### config.mk
export PLATFORM = sky130hd
export DESIGN_NAME = normalize_control
export DESIGN_NICKNAME = d
export VERILOG_FILES = /design/src/rtl/normalize_control_pkg.sv /design/src/rtl/normalize_control_left_right.sv /design/src/rtl/normalize_control.sv
export SDC_FILE = /design/constraint.sdc
export NUM_CORES = 1
export LEC_CHECK = 0
export CORE_MARGIN = 8
export CORE_UTILIZATION = 30
export DETAILED_ROUTE_END_ITERATION = 6
export GPL_TIMING_DRIVEN = 0
export SKIP_LAST_GASP = 1
export SLEW_MARGIN = 20
export SYNTH_ARGS = -nofsm -noshare
export SYNTH_HDL_FRONTEND = slang
export SYNTH_HIERARCHICAL = 1
export SYNTH_SLANG_ARGS = --single-unit
### constraint.sdc
create_clock -name clk -period 3.1 [get_ports clk]
set_clock_uncertainty 0.1 [all_clocks]
set_input_delay 0.465 -clock clk [delete_from_list [all_inputs] [get_ports clk]]
set_output_delay 0.465 -clock clk [all_outputs]
set_load 0.005 [all_outputs]
### src/rtl/normalize_control_pkg.sv
// Shared floating-point constants, shift-selector encoding and controller
// state type for the normalization path.
package normalize_control_pkg;

  localparam int MANT_W     = 29;
  localparam int EXP_W      = 8;
  localparam int HIDDEN_BIT = 27;

  localparam logic [EXP_W-1:0] EXP_MAX    = EXP_W'(2**EXP_W - 1);
  localparam logic [EXP_W-1:0] EXP_OVF_TH = EXP_W'(2**EXP_W - 2);
  localparam logic [EXP_W-1:0] EXP_ONE    = EXP_W'(1);

  localparam logic [1:0] SEL_HOLD  = 2'd0;
  localparam logic [1:0] SEL_RIGHT = 2'd1;
  localparam logic [1:0] SEL_LEFT  = 2'd2;

  typedef enum logic [0:0] {
    IDLE = 1'b0,
    RUN  = 1'b1
  } state_t;

endpackage

### src/rtl/normalize_control_left_right.sv
// One-position left/right mantissa shifter steered by the normalize selector.
module normalize_control_left_right
  import normalize_control_pkg::*;
(
  input  logic [MANT_W-1:0] m,
  input  logic [1:0]        sel,
  output logic [MANT_W-1:0] m_next
);

  // Unused selector code 3 behaves as hold so the shifter never corrupts M.
  always_comb begin
    m_next = m;
    case (sel)
      SEL_RIGHT: m_next = {1'b0, m[MANT_W-1:1]};
      SEL_LEFT:  m_next = {m[MANT_W-2:0], 1'b0};
      default:   m_next = m;
    endcase
  end

endmodule

### src/rtl/normalize_control.sv
// Sequential mantissa normalizer: one shift per cycle until the leading one
// reaches the hidden-bit position, with exponent adjust and zero/ovf/unf flags.
module normalize_control
  import normalize_control_pkg::*;
(
  input  logic              clk,
  input  logic              reset,
  input  logic              start,
  input  logic [MANT_W-1:0] mantissa_in,
  input  logic [EXP_W-1:0]  exponent_in,
  output logic [1:0]        normalize_selector,
  output logic              busy,
  output logic              done,
  output logic [MANT_W-1:0] mantissa_out,
  output logic [EXP_W-1:0]  exponent_out,
  output logic              zero,
  output logic              overflow,
  output logic              underflow
);

  state_t            state;
  logic [MANT_W-1:0] m_q;
  logic [EXP_W-1:0]  e_q;
  logic [MANT_W-1:0] m_next;
  logic              carry_set;
  logic              hidden_set;

  assign carry_set  = m_q[MANT_W-1];
  assign hidden_set = m_q[HIDDEN_BIT];

  // A shift is requested only when the current cycle will not finish, so the
  // selector naturally reads hold on the finishing cycle and in IDLE.
  always_comb begin
    normalize_selector = SEL_HOLD;
    if (state == RUN && m_q != '0) begin
      if (carry_set) begin
        if (e_q < EXP_OVF_TH) normalize_selector = SEL_RIGHT;
      end else if (!hidden_set && e_q > EXP_ONE) begin
        normalize_selector = SEL_LEFT;
      end
    end
  end

  normalize_control_left_right u_shifter (
    .m      (m_q),
    .sel    (normalize_selector),
    .m_next (m_next)
  );

  always_ff @(posedge clk) begin
    if (reset) begin
      state        <= IDLE;
      m_q          <= '0;
      e_q          <= '0;
      busy         <= 1'b0;
      done         <= 1'b0;
      mantissa_out <= '0;
      exponent_out <= '0;
      zero         <= 1'b0;
      overflow     <= 1'b0;
      underflow    <= 1'b0;
    end else begin
      done <= 1'b0;
      case (state)
        IDLE: begin
          if (start) begin
            m_q       <= mantissa_in;
            e_q       <= exponent_in;
            zero      <= 1'b0;
            overflow  <= 1'b0;
            underflow <= 1'b0;
            busy      <= 1'b1;
            state     <= RUN;
          end
        end
        RUN: begin
          if (normalize_selector == SEL_RIGHT) begin
            m_q <= m_next;
            e_q <= e_q + EXP_ONE;
          end else if (normalize_selector == SEL_LEFT) begin
            m_q <= m_next;
            e_q <= e_q - EXP_ONE;
          end else begin
            // Finishing cycle: classify the terminal condition and latch results.
            done  <= 1'b1;
            busy  <= 1'b0;
            state <= IDLE;
            if (m_q == '0) begin
              zero         <= 1'b1;
              e_q          <= '0;
              mantissa_out <= '0;
              exponent_out <= '0;
            end else if (carry_set) begin
              overflow     <= 1'b1;
              m_q          <= {1'b0, m_q[MANT_W-1:1]};
              e_q          <= EXP_MAX;
              mantissa_out <= {1'b0, m_q[MANT_W-1:1]};
              exponent_out <= EXP_MAX;
            end else if (hidden_set) begin
              mantissa_out <= m_q;
              exponent_out <= e_q;
            end else begin
              underflow    <= 1'b1;
              mantissa_out <= m_q;
              exponent_out <= e_q;
            end
          end
        end
        default: begin
          state <= IDLE;
          busy  <= 1'b0;
        end
      endcase
    end
  end

endmodule
Yosys cells after proc, flatten, opt, wreduce, memory -nomap -nowiden
Cells that the tools add are included.

operators by class
  add/sub/neg operators = 2
  magnitude comparators = 2
  equal/unequal tests = 11
  multiplexer cells = 43
  bitwise logic cells = 3
  reduce and logical (&&, ||, !) cells = 12

operators by type and width
  kind                   number
  $mux W29               5
  $pmux W29 S2           1
  $mux W28               2
  $mux W8                5
  $logic_not A29 Y1      1
  $reduce_bool A29 Y1    1
  $mux W1                21
  $pmux W8 S2            1
  $ne A2 B2 Y1 const B   6
  $pmux W1 S2            5
  $add A8 B1 Y8 const B  1
  $gt A8 B1 Y1 const B   1
  $lt A8 B8 Y1 const B   1
  $sub A8 B1 Y8 const B  1
  $mux W2                3
  $reduce_and A3 Y1      2
  $reduce_and A6 Y1      1
  $reduce_and A5 Y1      1
  $ne A2 B1 Y1 const B   2
  $ne A4 B4 Y1 const B   1
  $reduce_and A4 Y1      1
  $not A1 Y1             3
  $reduce_or A3 Y1       1
  $eq A2 B1 Y1 const B   1
  4 further kinds        5

word-level totals
  register bits = 80
  input port bits = 40
  output and inout port bits = 44
  word-level logic and storage cells = 83

Depth between registers and ports, before layout
Gate-level depths: netlist of run 1.

  word-level depth = 10
  mapped depth = 16

By module
The synthesis of run 1 kept the hierarchy.

modules (own cells, without submodules)
  module                        instances  cells each  area an instance (sq um)  sequential area each (sq um)
  normalize_control             1          493         4291.6                    1581.5
  normalize_control_left_right  1          103         604.3                     0.0

Worst setup path before layout of run 1
Ideal clock, no wire load.

  kind = flip-flop to flip-flop
  from = register m_q[24]
  to = register m_q[24]
  setup time = 0.086 ns
  data arrival time = 3.119 ns
  setup slack = -0.205 ns
  stages on the path, launching flop included = 13
  clock period less this slack = 3.305 ns
  path through = dfxtp_1 or4_4 nor4_4 nand4_4 clkbuf_1 nand4_1 inv_1 ha_1 nor2_1 clkbuf_1 clkbuf_1 o21ai_0 a221oi_2

on the way
  cells in the longest elaborated chain, start to end = 8
  elaborated cells on any way between the ends = 14
  those cells by class = 3 x eq/ne; 7 x mux; 4 x reduce/logical

RTL lines
  element                    line                                                         text
  from (decl)                normalize_control.sv:22                                      logic [MANT_W-1:0] m_q;
  from (signal assigned)     normalize_control.sv:67                                      m_q <= mantissa_in;
  from (signal assigned)     normalize_control.sv:78                                      m_q <= m_next;
  from (signal assigned)     normalize_control.sv:81                                      m_q <= m_next;
  $reduce_bool A29 Y1 *      normalize_control.sv:35                                      if (state == RUN && m_q != '0) begin
  $logic_and A1 B1 Y1 *      normalize_control.sv:35
  $mux W2 *                  normalize_control.sv:35
  net normalize_selector[1]  normalize_control.sv:11                                      output logic [1:0] normalize_selector,
  $eq A2 B2 Y1               normalize_control_left_right.sv:13, normalize_control.sv:80
  $mux W29                   --
  $mux W29                   normalize_control.sv:80                                      end else if (normalize_selector == SEL_LEFT) begin
  $mux W29                   normalize_control.sv:77                                      if (normalize_selector == SEL_RIGHT) begin
  $pmux W29 S2               normalize_control.sv:64                                      case (state)

Mark *: on every way through the listed nets, which the timed path passes. The rest lies on a longest branch. The select of a mux whose other input is x is not followed.
A chain may end at the register's enable or synchronous reset.

Final worst setup path of run 1
  from = register e_q[2]
  to = register m_q[13]

on the way
  cells in the longest elaborated chain, start to end = 10
  elaborated cells on any way between the ends = 15
  those cells by class = 2 x order compare; 3 x eq/ne; 8 x mux; 2 x reduce/logical

RTL lines
  element                 line                                                         text
  from (decl)             normalize_control.sv:23                                      logic [EXP_W-1:0] e_q;
  from (signal assigned)  normalize_control.sv:68                                      e_q <= exponent_in;
  from (signal assigned)  normalize_control.sv:79                                      e_q <= e_q + EXP_ONE;
  from (signal assigned)  normalize_control.sv:82                                      e_q <= e_q - EXP_ONE;
  $gt A8 B1 Y1            normalize_control.sv:38                                      end else if (!hidden_set && e_q > EXP_ONE) begin
  $logic_and A1 B1 Y1     normalize_control.sv:38
  $mux W2                 normalize_control.sv:38
  $mux W2 *               normalize_control.sv:36                                      if (carry_set) begin
  $mux W2 *               normalize_control.sv:35
  $eq A2 B2 Y1            normalize_control_left_right.sv:13, normalize_control.sv:80
  $mux W29                --
  $mux W29                normalize_control.sv:80
  $mux W29                normalize_control.sv:77
  $pmux W29 S2            normalize_control.sv:64

Mark *: on every way between the ends. The rest lies on a longest branch, timed or not.

==> results of run 1 <==
how the worst max path moves through the flow:
stage | start | to | slack, ns | depth (start not counted)
4_1_cts | m_q[26] | m_q[10] | -0.01 | 12
3_5_place_dp | m_q[28] | mantissa_out[13] | -0.92 | 13
2_1_floorplan | m_q[0] | m_q[28] | 0.02 | 13
3_3_place_gp | m_q[28] | mantissa_out[11] | -0.84 | 13
6_report | e_q[2] | m_q[13] | 0.006 | 11
5_1_grt | e_q[2] | m_q[23] | -0.08 | 9
through the flow:
stage,instance area (um^2),setup WS [ns]
4_1_cts,6570,-0.0131
6_report,6690,0.00583
3_5_place_dp,6020,-0.919
5_1_grt,6690,-0.0765
2_1_floorplan,4940,0.0152
3_3_place_gp,6020,-0.838
metal layers:
layer / up-vias / global-route usage (%) / share of wire (%)
li1: 2401 / - / -
met1: 2401 / 20.8 / 44
met2: 156 / 27.1 / 47
met3: 37 / 4.08 / 6.2
met4: 2 / 7.86 / 2.8
met5: - / 0 / 0.058
synth_stat cells, types with 10 or more instances:
cell type / instances
nor2_1: 31
nand2_1: 95
clkbuf_1: 36
a21oi_1: 14
a221oi_2: 19
dfxtp_1: 79
o21ai_1: 22
a22oi_1: 27
inv_1: 11
mux2i_1: 56
buf_6: 10
a221oi_1: 10
o21ai_0: 70
a211oi_1: 11
what timing repair did:
| item | CTS | global route |
|---|---|---|
| setup endpoints to repair | 81 | 64 |
| gates cloned | 0 | 1 |
| pin swaps | 10 | 13 |
| buffers inserted | 11 | 2 |
| gates resized for setup | 49 | 37 |
sequential cells by signal (all words and copies together) (netlist names):
name and cells:
busy 1, zero 1, done 1, exponent_out 8, state 1, overflow 1, e_q 8, underflow 1
mantissa_out 28, m_q 29
layout make-up:
cell class | count | share of cell area (%)
Clock inverter | 3 | 0.972
Tap cell | 216 | 4.04
Timing Repair Buffer | 95 | 14.2
Clock buffer | 13 | 3.89
Inverter | 12 | 0.673
Multi-Input combinational cell | 446 | 46.4
Buffer | 56 | 6.07
Sequential cell | 79 | 23.8
logic make-up (layout without fill, tap and decap cells):
family,Yosys count,in the layout,share of synthesized area [%]
buffers and inverters,71,179,7.33
muxes,60,60,12.4
other,1,1,0.0766
xor gates and xnor gates,4,4,0.716
DFF,79,79,32.3
AOI/OAI and AO/OA,201,201,28.9
and+or+nand+nor,172,172,16.3
adders and majority gates,8,8,2.04
power by group through the flow:
| stage | clock (mW) | sequential (mW) | combinational [mW] |
|---|---|---|---|
| finish | 1.19 | 1.23 | 1.04 |
| global route | 1.25 | 1.24 | 1.14 |
| CTS | 1.21 | 1.23 | 1.00 |
| detailed placement | 0 | 1.25 | 0.939 |
| global placement | 0 | 1.24 | 0.926 |
| floorplan | 0 | 1.22 | 0.624 |
worst min-delay path: stages (launching register included):
cell     delay [ns]
dfxtp_1        0.32
nand2_1        0.05
o21ai_0        0.06
==> out/results.tsv, run 1 <==
metric	value	unit
status	finished clean	
ios	84	
hold_viol	0	
cpMostUsedCell	or4_4	
final_cell_mix	nand2_1, clkdlybuf4s50_1, dfxtp_1	
ys_top_cells_by_area	dfxtp_1, mux2i_1, nand2_1, o21ai_0, a221oi_2	
nets	747	
syn_area_per_cell	8.21	um^2
start_kind	flip-flop	
viasPerCell	5.43	
synthDistinctLibCells	57	
clockPowerShare	34.4	%
drc	0	
synth-edff-count	0	
p_sw	1.13	mW
r2r_end	m_q[13]	
combPwrFrac	30.1	%
yosysTopAreaCellShare	32.3	%
power_density	517	mW/mm^2
total_power	3.46	mW
r2r-start	e_q[2]	
ant_nets	0	
yosys_warnings	6	
utilization	42.0	%
synth-async-reset-ratio	0	%
layout_commonest_cell	nand2_1	
wirelength	17.4	mm
yosysTopAreaCell	dfxtp_1	
cts.clk_slew.worst_paths	0.06	ns
dieHeight	144	um
max_cap_violations	0	
setup_viol	0	
fin_crit_sh	99.8	%
ys_ff_latch	79	
grt.overflow.total	0	
dp.cells	893	
rr_worst_depth	11	
htreeDepth	3	
clockBufferDepth	2	
crit_path_end_kind	flip-flop	
fillCellCount	1592	
vias	4997	
p_int	2.33	mW
power_leakage	2.43	nW
num_rows	46	
syn_area	0.00490	mm^2
worst_ir_drop_vdd	0.000316	V
drive_gt1_share	16.9	%
tns	0	ns
diodes	0	
sw_frac_of_total	32.6	%
layout.cells.non_filler	920	
reg2reg_slack	0.006	ns
cts-root-buf	clkbuf_16	
ys_seq_area_share	32.3	%
register_area	0.00159	mm^2
worstMarginPinSlew	0.851	ns
clkLatencyLatePin	0.35	ns
crit_required	3.27	ns
slowest_delay	0.55	ns
max_slew_margin	43.3	%
whs_path_depth	2	
cts_sinks	79	
whs	0.354	ns
cp_max_fo	10	
post_drt_wl_per_cell	18.9	um
grt_usage	16.8	%
dieWidth	144	um
crit_type	flip-flop to flip-flop	
grt_start_max_net_pins	13	
hp-start	mantissa_out[7]	
multi_input_area	0.00311	mm^2
crit_path_top_delay_cell	or4_4	
drtPass1Iterations	5	
drv_slew	0	
fin_crit	3.09	ns
area_growth	36.7	%
p_seq_share	35.5	%
dieArea	0.0207	mm^2
syn_inst	596	
cts_tree	built	
syn-num-nets	644	
synth_top_flop_cell	dfxtp_1	
drtIter0Drc	404	
cts_buffers	9	
first_global_vias	4868	
dp_hpwl	12.6	mm
core_area	0.0159	mm^2
hold-path-endpoint	mantissa_out[7]	
numPortBuffers	81	
path_buf_inv	4	
routabilityCongestion	0.908	
path_delay_family	simple AND/OR/NAND/NOR gates	
antenna_found_initial	1	
hp-class	flip-flop to flip-flop	
rsz0062_at_grt	yes	
fmaxAchievable	0.323	GHz
worstPathCellList	or4_4, or4_4, nand4_1, inv_2, ha_4, or2_4, clkbuf_8, o21a_1, buf_6, buf_12, a221oi_4	
initial_core_util	30.7	%
grt_pass1_wl	27.1	mm
arrival	3.26	ns
cts_hold_buf	0	
Power figures use the tool's default switching activity.
==> run 2, diff against run 1 <==
==> constraint.sdc (replaced) <==
create_clock -name clk -period 3.65 [get_ports clk]
set_clock_uncertainty 0.1 [all_clocks]
set_input_delay 0.5475 -clock clk [delete_from_list [all_inputs] [get_ports clk]]
set_output_delay 0.5475 -clock clk [all_outputs]
set_load 0.005 [all_outputs]
==> run 2 against run 1 <==
- global-route usage down 1.2 points
- die area unchanged
- sequential power down 15%
- setup slack improved by 0.25 ns
- non-clock buffer count down 7
- total power is 23% lower
- sequential share of layout area up 1.2 points
- critical path depth is 1 higher
- combinational power down 23%
- highest routed layer is now met4
- clock power shrank 30%
- largest cell class unchanged
==> out/results.tsv, run 2 (synthesis gave the netlist of run 1 again) <==
metric	value	unit	change
status	finished clean		
initial_core_util	30.7	%	unchanged
worstMarginPinSlew	0.839	ns	-0.0118 ns
drtPass1Iterations	5		unchanged
hp-class	flip-flop to flip-flop		
cts_buffers	9		unchanged
area_growth	29.6	%	
post_drt_wl_per_cell	17.9	um	-5.1%
grt_pass1_wl	25.4	mm	-6.4%
arrival	3.48	ns	+0.22 ns
reg2reg_slack	0.25	ns	+0.25 ns
fin_crit	3.40	ns	+0.303 ns
vias	4863		-2.7%
numPortBuffers	81		unchanged
rsz0062_at_grt	no		
diodes	0		unchanged
wirelength	16.3	mm	-5.9%
drive_gt1_share	12.1	%	-4.8 points
hp-start	exponent_out[7]		
max_cap_violations	0		unchanged
nets	740		-0.94%
p_sw	0.908	mW	-19%
p_seq_share	39.1	%	+3.6 points
placed_area	0.00598	mm^2	-0.79%
r2r_end	m_q[10]		
crit_required	3.73	ns	+0.46 ns
grt_usage	15.6	%	-1.2 points
combPwrFrac	29.8	%	-0.3 points
clkLatencyLatePin	0.34	ns	about the same
clockBufferDepth	2		unchanged
cts.clk_slew.worst_paths	0.06	ns	about the same
largest_reg_flops	29		unchanged
first_global_vias	4546		-6.6%
grt_start_max_net_pins	13		unchanged
dieArea	0.0207	mm^2	unchanged
routabilityCongestion	0.888		-2.2%
drtIter0Drc	412		+2.0%
worst_ir_drop_vdd	0.000221	V	-30%
design_area	0.00635	mm^2	-5.2%
start_kind	flip-flop		
final_cell_mix	nand2_1, clkdlybuf4s50_1, dfxtp_1		
power_density	420	mW/mm^2	-19%
layout.cells.non_filler	912		-0.87%
num_rows	46		unchanged
fmaxAchievable	0.294	GHz	-8.9%
power_leakage	2.28	nW	-6.4%
rr_worst_depth	12		+1
hold_viol	0		unchanged
hold-path-endpoint	exponent_out[7]		
dieHeight	144	um	unchanged
fillCellCount	1661		+4.3%
dieWidth	144	um	unchanged
p_int	1.76	mW	-25%
r2r-start	m_q[24]		
antenna_found_initial	0		-1
utilization	39.8	%	-2.2 points
drv_slew	0		unchanged
setup_viol	0		unchanged
clockPowerShare	31.0	%	-3.4 points
grt.overflow.total	0		unchanged
cts-root-buf	clkbuf_16		
max_slew_margin	44.1	%	+0.78 points
setup_slack	0.253	ns	+0.247 ns
whs	0.351	ns	-0.00298 ns
layout_commonest_cell	nand2_1		
viasPerCell	5.33		-1.8%
htreeDepth	3		unchanged
dp.cells	893		unchanged
max_flop_register	m_q		
cts_hold_buf	0		unchanged
pre_cts_ws	-0.733	ns	+0.187 ns
cts_sinks	79		unchanged
top_regs	m_q: 29 flops, mantissa_out: 28 flops		
fin_crit_sh	93.1	%	-6.7 points
cts_tree	built		
sw_frac_of_total	34.0	%	+1.5 points
dp_hpwl	11.9	mm	-5.9%
core_area	0.0159	mm^2	unchanged
crit_type	flip-flop to flip-flop		
cp_max_fo	10		unchanged
drc	0		unchanged
ant_nets	0		unchanged
crit_path_end_kind	flip-flop		
ios	84		unchanged
whs_path_depth	2		unchanged
run 2: power groups by stage:
stage	clock network, mW	registers, mW	logic (mW)
2_1_floorplan	0	1.03	0.520
3_3_place_gp	0	1.06	0.777
3_5_place_dp	0	1.06	0.782
4_1_cts	0.844	1.04	0.792
5_1_grt	0.875	1.06	0.875
6_report	0.828	1.04	0.796
run 2: per-layer routing:
metal  up-vias  wire length [um]  GRT usage [%]
met3        17              1060           3.22
met5         -                 0              0
met4         0               264           4.48
li1       2382                 -              -
met2       170              7210           23.8
met1      2294              7790           21.7
run 2: worst max path at each step:
stage	startpoint	end	depth (start not counted)
after floorplan	m_q[24]	m_q[24]	12
after global placement	m_q[28]	m_q[1]	13
after detailed placement	m_q[28]	m_q[24]	13
after CTS	m_q[24]	m_q[12]	13
after global routing	m_q[24]	m_q[4]	14
final	m_q[24]	m_q[10]	12
run 2: through the flow:
| stage | setup TNS (ns) | power, mW |
|---|---|---|
| 5_1_grt | 0 | 2.81 |
| 6_report | 0 | 2.67 |
| 4_1_cts | 0 | 2.67 |
| 3_5_place_dp | -30.32 | 1.84 |
| 3_3_place_gp | -28.87 | 1.83 |
| 2_1_floorplan | 0 | 1.55 |
run 2: repair_timing:
| action | 4_1_cts | 5_1_grt |
|---|---|---|
| pin swaps | 0 | 1 |
| buffers inserted | 0 | 7 |
| resized for setup | 17 | 11 |
| endpoints found under the setup margin | 75 | 58 |
run 2: worst max-delay path: stages (launching register included):
cell      delay [ns]
dfxtp_1         0.37
or4_4           0.58
nor4_4          0.19
nand4_4         0.15
clkbuf_8        0.22
nand4_1         0.12
inv_1           0.13
ha_2            0.27
nor2_4          0.21
nand2_1         0.23
o21ai_4         0.32
buf_4           0.28
a221oi_1        0.07
run 2: layout make-up:
| class | instances | area [um^2] | share of cell area (%) |
|---|---|---|---|
| Multi-Input combinational cell | 446 | 2990 | 47.1 |
| Clock inverter | 4 | 22.5 | 0.355 |
| Timing Repair Buffer | 88 | 863 | 13.6 |
| Sequential cell | 79 | 1580 | 24.9 |
| Tap cell | 216 | 270 | 4.26 |
| Buffer | 56 | 332 | 5.22 |
| Clock buffer | 11 | 243 | 3.82 |
| Inverter | 12 | 45.0 | 0.710 |
==> run 3, diff against run 2 <==
--- a/config.mk
+++ b/config.mk
@@ -5,6 +5,7 @@
 export SDC_FILE = /design/constraint.sdc
 export NUM_CORES = 1
 export LEC_CHECK = 0
+export ABC_AREA = 1
 export CORE_MARGIN = 8
 export CORE_UTILIZATION = 30
 export DETAILED_ROUTE_END_ITERATION = 6
==> run 3 against run 2 <==
- register-to-register slack gained 0.13 ns
- setup slack gained 0.13 ns
- design area rose by 1.4%
- total power up 15%
- cell count is 21% higher
- utilization decreased by 0.59 points
- first-iteration DRC count grew 17%
- sequential cell count unchanged
- non-clock buffer count down 6
==> out/results.tsv, run 3 <==
metric	value	unit	change
status	finished clean		
cts_tree	built		
grt_usage	17.6	%	+2.0 points
cts_sinks	79		unchanged
top_regs	m_q: 29 flops, mantissa_out: 28 flops		
crit_path_end_kind	flip-flop		
syn_inst	790		+33%
core_area	0.0164	mm^2	+2.9%
max_cap_violations	0		unchanged
drtIter0Drc	483		+17%
grt_pass1_wl	28.5	mm	+12%
clockPowerShare	35.0	%	+4.0 points
cp_max_fo	10		unchanged
synthDistinctLibCells	28		-51%
fin_crit	3.27	ns	-0.131 ns
drtPass1Iterations	5		unchanged
drive_gt1_share	7.22	%	-4.9 points
max_slew_margin	52.0	%	+7.9 points
wirelength	18.5	mm	+13%
hp-class	flip-flop to flip-flop		
ant_nets	0		unchanged
crit_required	3.79	ns	+0.06 ns
utilization	39.2	%	-0.59 points
syn_area	0.00498	mm^2	+1.7%
cts.clk_slew.worst_paths	0.07	ns	about the same
max_flop_register	m_q		
nets	930		+26%
power_density	475	mW/mm^2	+13%
grt_util_met1	22.1	%	+0.47 points
worst_ir_drop_vdd	0.000275	V	+24%
first_global_vias	5390		+19%
yosys.cell_count.top_type	nand2_1		
viasPerCell	5.10		-4.4%
synth-edff-count	0		unchanged
power_leakage	2.62	nW	+15%
ys_top_cells_by_area	dfxtp_1, nand2_1, nand3_1, a21oi_1, o21ai_0		
antenna_found_initial	0		unchanged
num_rows	47		+2.2%
syn-num-nets	838		+30%
fmaxAchievable	0.306	GHz	+4.0%
grt-busiest-layer	met2		
whs_path_depth	2		unchanged
cts_buffers	9		unchanged
grt_start_max_net_pins	15		+2
post_drt_wl_per_cell	16.7	um	-6.6%
met3_usage	3.81	%	+0.59 points
grt.overflow.total	0		unchanged
layout_commonest_cell	nand2_1		
vias	5641		+16%
dieWidth	145	um	+0.74%
clkLatencyLatePin	0.35	ns	about the same
total_power	3.06	mW	+15%
routabilityCongestion	0.916		+3.2%
yosys_warnings	6		unchanged
worstMarginPinSlew	0.720	ns	-0.119 ns
dieHeight	145	um	+0.74%
p_seq_share	34.4	%	-4.7 points
yosysTopAreaCellShare	31.8	%	-0.54 points
p_sw	1.08	mW	+19%
fin_crit_sh	89.5	%	-3.6 points
synth_top_flop_cell	dfxtp_1		
largest_reg_flops	29		unchanged
area_growth	29.2	%	
ys_seq_area_share	31.8	%	-0.54 points
rsz0062_at_grt	no		
yosysTopAreaCell	dfxtp_1		
dieArea	0.0210	mm^2	+1.5%
drc	0		unchanged
ios	84		unchanged
final_cell_mix	nand2_1, nand3_1, a21oi_1, clkdlybuf4s50_1, dfxtp_1		
ys_ff_latch	79		unchanged
p_int	1.98	mW	+12%
synth-async-reset-ratio	0	%	unchanged
grt.met2_usage	28.9	%	+5.0 points
initial_core_util	30.3	%	-0.37 points
drv_slew	0		unchanged
crit_type	flip-flop to flip-flop		
tns	0	ns	unchanged
dp_hpwl	13.5	mm	+14%
synthTopCellsByCount	nand2_1, nand3_1, a21oi_1, dfxtp_1, inv_1		
whs	0.364	ns	+0.0131 ns
sw_frac_of_total	35.3	%	+1.3 points
rr_worst_depth	13		+1
hold_viol	0		unchanged
setup_viol	0		unchanged
clockBufferDepth	2		unchanged
cts-root-buf	clkbuf_16		
arrival	3.40	ns	-0.08 ns
numPortBuffers	81		unchanged
start_kind	flip-flop		
cts_hold_buf	0		unchanged
syn_area_per_cell	6.30	um^2	-23%
reg2reg_slack	0.38	ns	+0.13 ns
combPwrFrac	30.6	%	+0.8 points
htreeDepth	3		unchanged
diodes	0		unchanged
## run 3: cell type report
| type | count | area, um^2 |
|---|---|---|
| Tap cell | 220 | 275 |
| Clock inverter | 7 | 120 |
| Timing Repair Buffer | 81 | 811 |
| Clock buffer | 9 | 225 |
| Sequential cell | 79 | 1580 |
| Inverter | 69 | 259 |
| Multi-Input combinational cell | 585 | 2810 |
| Fill cell | 1764 | 9970 |
| Buffer | 57 | 353 |
## run 3: worst paths after layout
| check | start | endpoint |
|---|---|---|
| max | e_q[0] | m_q[17] |
| min | mantissa_out[17] | mantissa_out[17] |
| max reg2reg | e_q[0] | m_q[17] |
| min reg2reg | mantissa_out[17] | mantissa_out[17] |
## run 3: through the flow
step | area, um^2 | instances | setup WS (ns)
2_1_floorplan | 4980 | 790 | 0.782
3_3_place_gp | 6060 | 1091 | 0.0163
3_5_place_dp | 6060 | 1091 | 0.00408
4_1_cts | 6410 | 1107 | 0.0564
5_1_grt | 6430 | 1107 | 0.0644
6_report | 6430 | 1107 | 0.384
## run 3: critical path, cell delays in order, from the launching register on
cell      delay, ns
dfxtp_1        0.46
inv_1          0.13
ha_1           0.28
o21ai_0        0.19
nor2_1         0.10
nor3_4         0.34
inv_1          0.08
ha_1           0.28
nor2_1         0.24
nor2_1         0.08
buf_2          0.21
buf_2          0.24
a221oi_1       0.31
a21oi_1        0.11
## run 3: cell families (layout without fill, tap and decap cells)
family / Yosys count / after routing / synth area share (%)
AO/OA/AOI/OAI: 187 / 187 / 20.6
XOR/XNOR: 3 / 3 / 0.528
adder cells (fa/ha/maj): 8 / 8 / 2.01
buffers and inverters: 126 / 223 / 12.3
flip-flops: 79 / 79 / 31.8
other: 1 / 1 / 0.0753
AND/OR/NAND/NOR: 386 / 386 / 32.8
## run 3: power groups by stage
stage	sequential (mW)	clock (mW)	combinational, mW
after floorplan	1.05	0	0.593
after global placement	1.07	0	0.915
after detailed placement	1.07	0	0.918
after CTS	1.05	1.09	0.923
after global routing	1.07	1.12	1.03
final	1.05	1.07	0.936
## run 3: what timing repair did
action,4_1_cts,5_1_grt
gates resized for setup,1,5
cloned,0,0
setup buffers,0,0
endpoints found under the setup margin,4,38
## run 3: metal layers
layer  wire length, um  vias up
met3              1140       33
li1                  -     2814
met2              8790      204
met1              8080     2590
met5                 0        -
met4               486        0
